### src/rtl/tlb_op_ctrl_pkg.sv
// Shared definitions for the TLB operation controller: op encodings, FSM
// states, entry width and the bit positions of each packed entry field.
package tlb_op_ctrl_pkg;

  typedef enum logic [1:0] {
    OP_TLBP  = 2'b00,
    OP_TLBR  = 2'b01,
    OP_TLBWI = 2'b10,
    OP_RSVD  = 2'b11
  } tlb_op_e;

  typedef enum logic [2:0] {
    IDLE   = 3'd0,
    P_REQ  = 3'd1,
    P_WB   = 3'd2,
    R_RD   = 3'd3,
    R_WB   = 3'd4,
    W_WR   = 3'd5,
    CANCEL = 3'd6
  } state_e;

  localparam int ENTRY_W = 78;

  // LSB offsets of the packed entry {vpn2,asid,g,pfn0,c0,d0,v0,pfn1,c1,d1,v1}
  localparam int OFS_V1   = 0;
  localparam int OFS_D1   = 1;
  localparam int OFS_C1   = 2;
  localparam int OFS_PFN1 = 5;
  localparam int OFS_V0   = 25;
  localparam int OFS_D0   = 26;
  localparam int OFS_C0   = 27;
  localparam int OFS_PFN0 = 30;
  localparam int OFS_G    = 50;
  localparam int OFS_ASID = 51;
  localparam int OFS_VPN2 = 59;

  localparam logic [2:0] WAIT_MAX = 3'd7;

  // Saturating increment for the search-port wait counter
  function automatic logic [2:0] sat_inc3(input logic [2:0] v);
    return (v == WAIT_MAX) ? v : v + 3'd1;
  endfunction

endpackage

### src/rtl/tlb_entry_pack.sv
// Builds a packed TLB entry from the CP0 EntryHi/EntryLo0/EntryLo1 values.
module tlb_entry_pack
  import tlb_op_ctrl_pkg::*;
(
  input  logic [31:0]        entryhi,
  input  logic [31:0]        entrylo0,
  input  logic [31:0]        entrylo1,
  output logic [ENTRY_W-1:0] entry
);

  // Bits of the CP0 registers that have no place in an entry
  logic unused_bits;
  assign unused_bits = ^{entryhi[12:8], entrylo0[31:26], entrylo1[31:26]};

  // The global bit is only set when both halves mark the page global
  always_comb begin
    entry = '0;
    entry[OFS_VPN2 +: 19] = entryhi[31:13];
    entry[OFS_ASID +: 8]  = entryhi[7:0];
    entry[OFS_G]          = entrylo0[0] & entrylo1[0];
    entry[OFS_PFN0 +: 20] = entrylo0[25:6];
    entry[OFS_C0 +: 3]    = entrylo0[5:3];
    entry[OFS_D0]         = entrylo0[2];
    entry[OFS_V0]         = entrylo0[1];
    entry[OFS_PFN1 +: 20] = entrylo1[25:6];
    entry[OFS_C1 +: 3]    = entrylo1[5:3];
    entry[OFS_D1]         = entrylo1[2];
    entry[OFS_V1]         = entrylo1[1];
  end

endmodule

### src/rtl/tlb_op_ctrl.sv
// Sequences TLBP/TLBR/TLBWI ops handed over by writeback. CP0 state is
// captured once at acceptance; all completion pulses come from flops.
module tlb_op_ctrl
  import tlb_op_ctrl_pkg::*;
(
  input  logic               clk,
  input  logic               resetn,
  input  logic               op_valid,
  output logic               op_ready,
  input  logic [1:0]         op_type,
  input  logic [31:0]        op_pc,
  input  logic               flush,
  input  logic [31:0]        cp0_index,
  input  logic [31:0]        cp0_entryhi,
  input  logic [31:0]        cp0_entrylo0,
  input  logic [31:0]        cp0_entrylo1,
  output logic               s1_req,
  input  logic               s1_gnt,
  output logic               s1_urgent,
  output logic [18:0]        s1_vpn2,
  output logic [7:0]         s1_asid,
  input  logic               s1_found,
  input  logic [3:0]         s1_index,
  output logic [3:0]         r_index,
  input  logic [ENTRY_W-1:0] r_entry,
  output logic               we,
  output logic [3:0]         w_index,
  output logic [ENTRY_W-1:0] w_entry,
  output logic               tlbp_we,
  output logic               tlbp_p,
  output logic [3:0]         tlbp_index,
  output logic               tlbr_we,
  output logic [ENTRY_W-1:0] tlbr_data,
  output logic               cancel_valid,
  output logic [31:0]        cancel_pc,
  output logic               busy
);

  state_e               state_q, state_d;
  logic [2:0]           wcnt_q, wcnt_d;
  logic [1:0]           op_type_q, op_type_d;
  logic [31:0]          pc_q, pc_d;
  logic [3:0]           idx_q, idx_d;
  logic [31:0]          hi_q, hi_d;
  logic [31:0]          lo0_q, lo0_d;
  logic [31:0]          lo1_q, lo1_d;
  logic                 tlbp_we_q, tlbp_we_d;
  logic                 tlbp_p_q, tlbp_p_d;
  logic [3:0]           tlbp_index_q, tlbp_index_d;
  logic                 tlbr_we_q, tlbr_we_d;
  logic [ENTRY_W-1:0]   tlbr_data_q, tlbr_data_d;
  logic                 we_q, we_d;
  logic                 cancel_valid_q, cancel_valid_d;
  logic [31:0]          cancel_pc_q, cancel_pc_d;

  // The op type is only needed for dispatch but is kept in the snapshot
  logic unused_snap;
  assign unused_snap = ^{cp0_index[31:4], op_type_q};

  tlb_entry_pack u_pack (
    .entryhi  (hi_q),
    .entrylo0 (lo0_q),
    .entrylo1 (lo1_q),
    .entry    (w_entry)
  );

  // Next-state, snapshot capture and pulse generation; each pulse is keyed
  // off the state being entered so only one can be set per cycle
  always_comb begin
    state_d      = state_q;
    wcnt_d       = 3'd0;
    op_type_d    = op_type_q;
    pc_d         = pc_q;
    idx_d        = idx_q;
    hi_d         = hi_q;
    lo0_d        = lo0_q;
    lo1_d        = lo1_q;
    tlbp_p_d     = tlbp_p_q;
    tlbp_index_d = tlbp_index_q;
    tlbr_data_d  = tlbr_data_q;
    cancel_pc_d  = cancel_pc_q;

    case (state_q)
      IDLE: begin
        if (op_valid && !flush) begin
          op_type_d = op_type;
          pc_d      = op_pc;
          idx_d     = cp0_index[3:0];
          hi_d      = cp0_entryhi;
          lo0_d     = cp0_entrylo0;
          lo1_d     = cp0_entrylo1;
          case (tlb_op_e'(op_type))
            OP_TLBP:  state_d = P_REQ;
            OP_TLBR:  state_d = R_RD;
            OP_TLBWI: state_d = W_WR;
            default:  state_d = IDLE;
          endcase
        end
      end
      P_REQ: begin
        // A flush beats a same-cycle grant; the search result is dropped
        if (flush) begin
          state_d = IDLE;
        end else if (s1_gnt) begin
          tlbp_p_d     = ~s1_found;
          tlbp_index_d = s1_found ? s1_index : 4'd0;
          state_d      = P_WB;
        end else begin
          wcnt_d = sat_inc3(wcnt_q);
        end
      end
      P_WB: state_d = IDLE;
      R_RD: begin
        tlbr_data_d = r_entry;
        state_d     = R_WB;
      end
      R_WB: begin
        cancel_pc_d = pc_q + 32'd4;
        state_d     = CANCEL;
      end
      W_WR: begin
        cancel_pc_d = pc_q + 32'd4;
        state_d     = CANCEL;
      end
      CANCEL:  state_d = IDLE;
      default: state_d = IDLE;
    endcase

    tlbp_we_d      = (state_d == P_WB);
    tlbr_we_d      = (state_d == R_WB);
    we_d           = (state_d == W_WR);
    cancel_valid_d = (state_d == CANCEL);
  end

  // State, snapshot and output registers with asynchronous clear
  always_ff @(posedge clk or negedge resetn) begin
    if (!resetn) begin
      state_q        <= IDLE;
      wcnt_q         <= 3'd0;
      op_type_q      <= 2'd0;
      pc_q           <= 32'd0;
      idx_q          <= 4'd0;
      hi_q           <= 32'd0;
      lo0_q          <= 32'd0;
      lo1_q          <= 32'd0;
      tlbp_we_q      <= 1'b0;
      tlbp_p_q       <= 1'b0;
      tlbp_index_q   <= 4'd0;
      tlbr_we_q      <= 1'b0;
      tlbr_data_q    <= '0;
      we_q           <= 1'b0;
      cancel_valid_q <= 1'b0;
      cancel_pc_q    <= 32'd0;
    end else begin
      state_q        <= state_d;
      wcnt_q         <= wcnt_d;
      op_type_q      <= op_type_d;
      pc_q           <= pc_d;
      idx_q          <= idx_d;
      hi_q           <= hi_d;
      lo0_q          <= lo0_d;
      lo1_q          <= lo1_d;
      tlbp_we_q      <= tlbp_we_d;
      tlbp_p_q       <= tlbp_p_d;
      tlbp_index_q   <= tlbp_index_d;
      tlbr_we_q      <= tlbr_we_d;
      tlbr_data_q    <= tlbr_data_d;
      we_q           <= we_d;
      cancel_valid_q <= cancel_valid_d;
      cancel_pc_q    <= cancel_pc_d;
    end
  end

  assign op_ready     = (state_q == IDLE);
  assign busy         = (state_q != IDLE);
  assign s1_req       = (state_q == P_REQ);
  assign s1_urgent    = s1_req && (wcnt_q == WAIT_MAX);
  assign s1_vpn2      = hi_q[31:13];
  assign s1_asid      = hi_q[7:0];
  assign r_index      = idx_q;
  assign w_index      = idx_q;
  assign we           = we_q;
  assign tlbp_we      = tlbp_we_q;
  assign tlbp_p       = tlbp_p_q;
  assign tlbp_index   = tlbp_index_q;
  assign tlbr_we      = tlbr_we_q;
  assign tlbr_data    = tlbr_data_q;
  assign cancel_valid = cancel_valid_q;
  assign cancel_pc    = cancel_pc_q;

endmodule
### config.mk
export PLATFORM = sky130hd
export DESIGN_NAME = tlb_op_ctrl
export DESIGN_NICKNAME = d
export VERILOG_FILES = /design/src/rtl/tlb_op_ctrl_pkg.sv /design/src/rtl/tlb_entry_pack.sv /design/src/rtl/tlb_op_ctrl.sv
export SDC_FILE = /design/constraint.sdc
export NUM_CORES = 1
export LEC_CHECK = 0
export ABC_AREA = 1
export CAP_MARGIN = 40
export CELL_PAD_IN_SITES_DETAIL_PLACEMENT = 1
export CELL_PAD_IN_SITES_GLOBAL_PLACEMENT = 1
export CORE_ASPECT_RATIO = 0.7
export CORE_MARGIN = 2
export CORE_UTILIZATION = 32
export CTS_BUF_LIST = sky130_fd_sc_hd__clkbuf_8
export CTS_CLUSTER_DIAMETER = 50
export DETAILED_ROUTE_END_ITERATION = 8
export GPL_TIMING_DRIVEN = 0
export PLACE_DENSITY = 0.85
export SYNTH_ARGS = -nofsm -noshare
export SYNTH_HDL_FRONTEND = slang
export SYNTH_SLANG_ARGS = --single-unit
### constraint.sdc
create_clock -name clk -period 3.8 [get_ports clk]
set_clock_uncertainty 0.05 [all_clocks]
set_input_delay 0.38 -clock clk [delete_from_list [all_inputs] [get_ports clk]]
set_output_delay 0.38 -clock clk [all_outputs]
set_load 0.005 [all_outputs]
==> run_summary.xml <==
<?xml version="1.0" encoding="UTF-8"?>
<metrics>
  <group name="finish">
    <metric name="fin_cells" unit="">2192</metric>
    <metric name="finalNetCount" unit="">1996</metric>
    <metric name="area_growth_syn_to_layout" unit="%">56.4</metric>
    <metric name="finish.utilization" unit="%">51.3</metric>
    <metric name="layout-drive-gt1-share" unit="%">9.21</metric>
  </group>
  <group name="outcome">
    <metric name="run_status" unit="">finished clean</metric>
  </group>
  <group name="worst_hold_path">
    <metric name="min-delay-path-class" unit="">in2async</metric>
  </group>
  <group name="die">
    <metric name="fp.dieArea" unit="um2">33700</metric>
    <metric name="rows" unit="">54</metric>
    <metric name="fp.dieW" unit="um">219</metric>
    <metric name="num_io_pins" unit="">486</metric>
    <metric name="coreArea" unit="um2">31500</metric>
    <metric name="die_h" unit="um">154</metric>
    <metric name="initial_core_util" unit="%">32.8</metric>
  </group>
  <group name="logic_synthesis">
    <metric name="synth_top_family_by_area" unit="">simple AND/OR/NAND/NOR gates</metric>
    <metric name="synth_largest_area_cell" unit="">dfrtp_1</metric>
    <metric name="yosys_warnings" unit="">0</metric>
    <metric name="syn_inst" unit="">1254</metric>
    <metric name="synth-adder-area-share" unit="%">0.364</metric>
    <metric name="syn-num-nets" unit="">1507</metric>
    <metric name="compound_cell_area_share_of_the_yosys_netlist" unit="%">1.56</metric>
    <metric name="post_synth_and_or_nand_nor_area_fraction" unit="%">30.2</metric>
    <metric name="count_of_distinct_cell_types_in_the_synthesized_netlist" unit="">22</metric>
    <metric name="synthesis.area" unit="um2">10300</metric>
    <metric name="synth_top_area_share" unit="%">58.2</metric>
    <metric name="part_of_the_yosys_area_used_for_sequential_elements" unit="%">58.2</metric>
    <metric name="yosys-mux-area-fraction" unit="%">0</metric>
    <metric name="netlist_top_cells_area" unit="">dfrtp_1 58%, nand2_1 26%, buf_4 6.4%</metric>
    <metric name="post_synth_xor_area_fraction" unit="%">0.424</metric>
    <metric name="register_bit_count_reported_by_yosys" unit="">240</metric>
    <metric name="synth.avg_cell_area" unit="um2">8.23</metric>
  </group>
  <group name="worst_setup_path">
    <metric name="rr_worst_depth" unit="">7</metric>
    <metric name="path_type_of_the_worst_setup_path" unit="">reg2out</metric>
    <metric name="worst-endpoint-arrival" unit="ns">2.24</metric>
    <metric name="regToRegEndpoint" unit="">lo0_q[2]$_DFFE_PN0P_</metric>
    <metric name="path_buf_inv" unit="">2</metric>
    <metric name="family_of_cells_with_the_greatest_summed_delay_on_the_critical_path" unit="">buffers and inverters</metric>
    <metric name="worst_path_cell_trace" unit="">ha_1, ha_1, inv_1, nor4_1, clkdlybuf4s50_1</metric>
    <metric name="slowest_delay" unit="ns">0.60</metric>
    <metric name="worst_ep_required_time" unit="ns">3.37</metric>
    <metric name="startpoint_kind_of_the_worst_setup_timing_path" unit="">flop</metric>
    <metric name="setup.worst_path.end_class" unit="">primary output</metric>
    <metric name="crit_path_top_delay_cell" unit="">clkdlybuf4s50_1</metric>
    <metric name="cp_common_cell" unit="">ha_1</metric>
    <metric name="critical_path_peak_fanout" unit="">4</metric>
    <metric name="worstReg2RegStart" unit="">state_q[0]$_DFF_PN0_</metric>
    <metric name="rrSetupSlack" unit="ns">1.53</metric>
  </group>
  <group name="global_route">
    <metric name="grt_pass1_wl" unit="mm">63.4</metric>
    <metric name="global_route.overflow_total" unit="">0</metric>
    <metric name="antenna_found_initial" unit="">2</metric>
    <metric name="grt_max_degree" unit="">116</metric>
    <metric name="first_global_vias" unit="">11200</metric>
    <metric name="gr-usage-all-layers" unit="%">24.4</metric>
  </group>
  <group name="power">
    <metric name="switchingPower" unit="W">0.00442</metric>
    <metric name="switching_share" unit="%">34.4</metric>
    <metric name="leakagePower" unit="nW">7.91</metric>
    <metric name="share_clk_of_total_power" unit="%">18.7</metric>
    <metric name="internal-power" unit="W">0.00840</metric>
    <metric name="comb_power_share" unit="%">44.8</metric>
    <metric name="power.share.sequential" unit="%">36.5</metric>
    <metric name="vdd.ir_drop.worst" unit="V">0.000350</metric>
    <metric name="p_per_area" unit="nW/um2">794</metric>
  </group>
  <group name="timing">
    <metric name="timing_max_transition_violations_final" unit="">0</metric>
    <metric name="max_freq" unit="MHz">375</metric>
    <metric name="worst-slew-pin-transition" unit="ns">0.679</metric>
    <metric name="hold_viol" unit="">0</metric>
    <metric name="grt_setup_unrepaired" unit="">false</metric>
    <metric name="slew-limit-headroom" unit="%">54.7</metric>
    <metric name="timing.final.crit_share" unit="%">70.2</metric>
    <metric name="finalWorstPathRequiredPeriod" unit="ns">2.67</metric>
    <metric name="final_setup_violation_count" unit="">0</metric>
    <metric name="final_critical_path_setup_slack" unit="ns">1.13</metric>
  </group>
  <group name="placement">
    <metric name="preCtsSetupSlack" unit="ns">1.24</metric>
    <metric name="post-dp-hpwl" unit="mm">31.6</metric>
    <metric name="placedCellCount" unit="">2116</metric>
    <metric name="place_congestion" unit="">0.874</metric>
    <metric name="port-buffer-count" unit="">440</metric>
  </group>
  <group name="drt">
    <metric name="drt_pass1_iterations" unit="">5</metric>
    <metric name="drt_wl_total" unit="mm">41.5</metric>
    <metric name="per_cell_via_count_in_the_routed_design" unit="">4.64</metric>
    <metric name="drt_iter0_drc" unit="">589</metric>
    <metric name="drt_drc_violations_left" unit="">0</metric>
    <metric name="vias" unit="">10200</metric>
    <metric name="drtAntennaViolNets" unit="">0</metric>
    <metric name="post_drt_wl_per_cell" unit="um">18.9</metric>
  </group>
  <group name="clocking">
    <metric name="post_cts_setup_buffer_count" unit="">0</metric>
    <metric name="cts_tree" unit="">built</metric>
    <metric name="cts.root.buffer_cell" unit="">clkbuf_8</metric>
    <metric name="clk-insertion-delay-late" unit="ns">0.55</metric>
    <metric name="clock_path_buffers" unit="">3</metric>
    <metric name="numCtsBuffers" unit="">44</metric>
    <metric name="cts_num_sinks" unit="">240</metric>
    <metric name="cts_htree_levels" unit="">2</metric>
    <metric name="path_clk_slew" unit="ns">0.07</metric>
  </group>
  <group name="run">
    <metric name="drv_cap" unit="">0</metric>
  </group>
</metrics>
## flip-flops by register name (all words and copies together) (netlist names)
name	count
cancel_valid	1
we	1
lo1_q	26
lo0_q	26
pc_q	32
tlbp_p	1
wcnt_q	3
cancel_pc	32
hi_q	27
tlbp_index	4
state_q	3
r_index	4
tlbr_data	78
tlbp_we	1
tlbr_we	1
## cell families after synthesis
| group | count (synthesis) |
|---|---|
| flops | 240 |
| xor+xnor | 5 |
| compound gates | 31 |
| simple gates | 810 |
| fa+ha+maj | 3 |
| buf+inv | 165 |
## how the worst max path moves through the flow
stage                               start                        end  cells past startpoint
CTS                 wcnt_q[0]$_DFFE_PN0P_                  s1_urgent                      5
global placement                   resetn       hi_q[19]$_DFFE_PN0P_                      1
global route        wcnt_q[0]$_DFFE_PN0P_                  s1_urgent                      5
floorplan             pc_q[3]$_DFFE_PN0P_  cancel_pc[22]$_DFFE_PN0N_                      8
finish              wcnt_q[0]$_DFFE_PN0P_                  s1_urgent                      5
detailed placement                  flush       lo0_q[2]$_DFFE_PN0P_                      8
## cells in the final DEF (no fill, tap or decap), types with 4 or more instances in the layout
master             n
buf_2              5
buf_4             88
clkbuf_1          34
o21ai_0           25
clkbuf_8          51
nor2_1            50
nand2_1          712
inv_1             50
inv_2              4
nand3_1           38
clkdlybuf4s50_1  439
dfrtp_1          240
## synth_stat cells (all sizes together)
| cell type | count |
|---|---|
| a21oi | 3 |
| o21bai | 2 |
| o21ai | 25 |
| ha | 3 |
| dfrtp | 240 |
| nand2 | 712 |
| a31oi | 1 |
| nor2 | 52 |
| and2 | 1 |
| or2 | 3 |
| nand3 | 38 |
| buf | 93 |
| inv | 38 |
| nor4 | 1 |
| xor2 | 3 |
| nor3 | 3 |
| xnor2 | 2 |
| clkbuf | 34 |
## final cells by class
type / count / area, um2
inverter: 38 / 143
fill: 3759 / 15300
clock buffer: 51 / 702
multi-input combinational: 849 / 3360
buffer: 127 / 813
clock inverter: 22 / 121
tap: 420 / 526
timing repair buffer: 443 / 4470
antenna: 2 / 5.00
sequential: 240 / 6010
## per-layer routing
metal  vias up  wire length, um  global-route usage (%)
li1       4708                -                       -
met2       386            19500                    41.0
met4         2             1460                    8.78
met1      4989            16400                    28.3
met5         -               11                       0
met3        93             4050                    9.70
## per-stage QoR
step / hold WS (ns) / TNS (ns) / cell area (um2) / total power (W)
floorplan: 0.0344 / 0 / 10300 / 0.00670
global placement: 0.404 / -2013.54 / 15300 / 0.0102
detailed placement: 0.194 / 0 / 15300 / 0.0105
CTS: 0.170 / 0 / 16100 / 0.0130
global route: 0.197 / 0 / 16200 / 0.0137
finish: 0.225 / 0 / 16200 / 0.0128
## power groups by stage
stage | Sequential (W) | Clock [W] | Combinational, W
3_5_place_dp | 0.00470 | 0 | 0.00576
6_report | 0.00468 | 0.00239 | 0.00574
2_1_floorplan | 0.00455 | 0 | 0.00215
5_1_grt | 0.00485 | 0.00257 | 0.00629
3_3_place_gp | 0.00464 | 0 | 0.00556
4_1_cts | 0.00469 | 0.00246 | 0.00582
## repair_timing
action	in CTS	in global routing
hold endpoints to repair	39	0
gates resized for setup	0	0
setup endpoints to repair	0	0
hold buffers	1	0
Note: power is estimated with default switching activity, not from simulation.
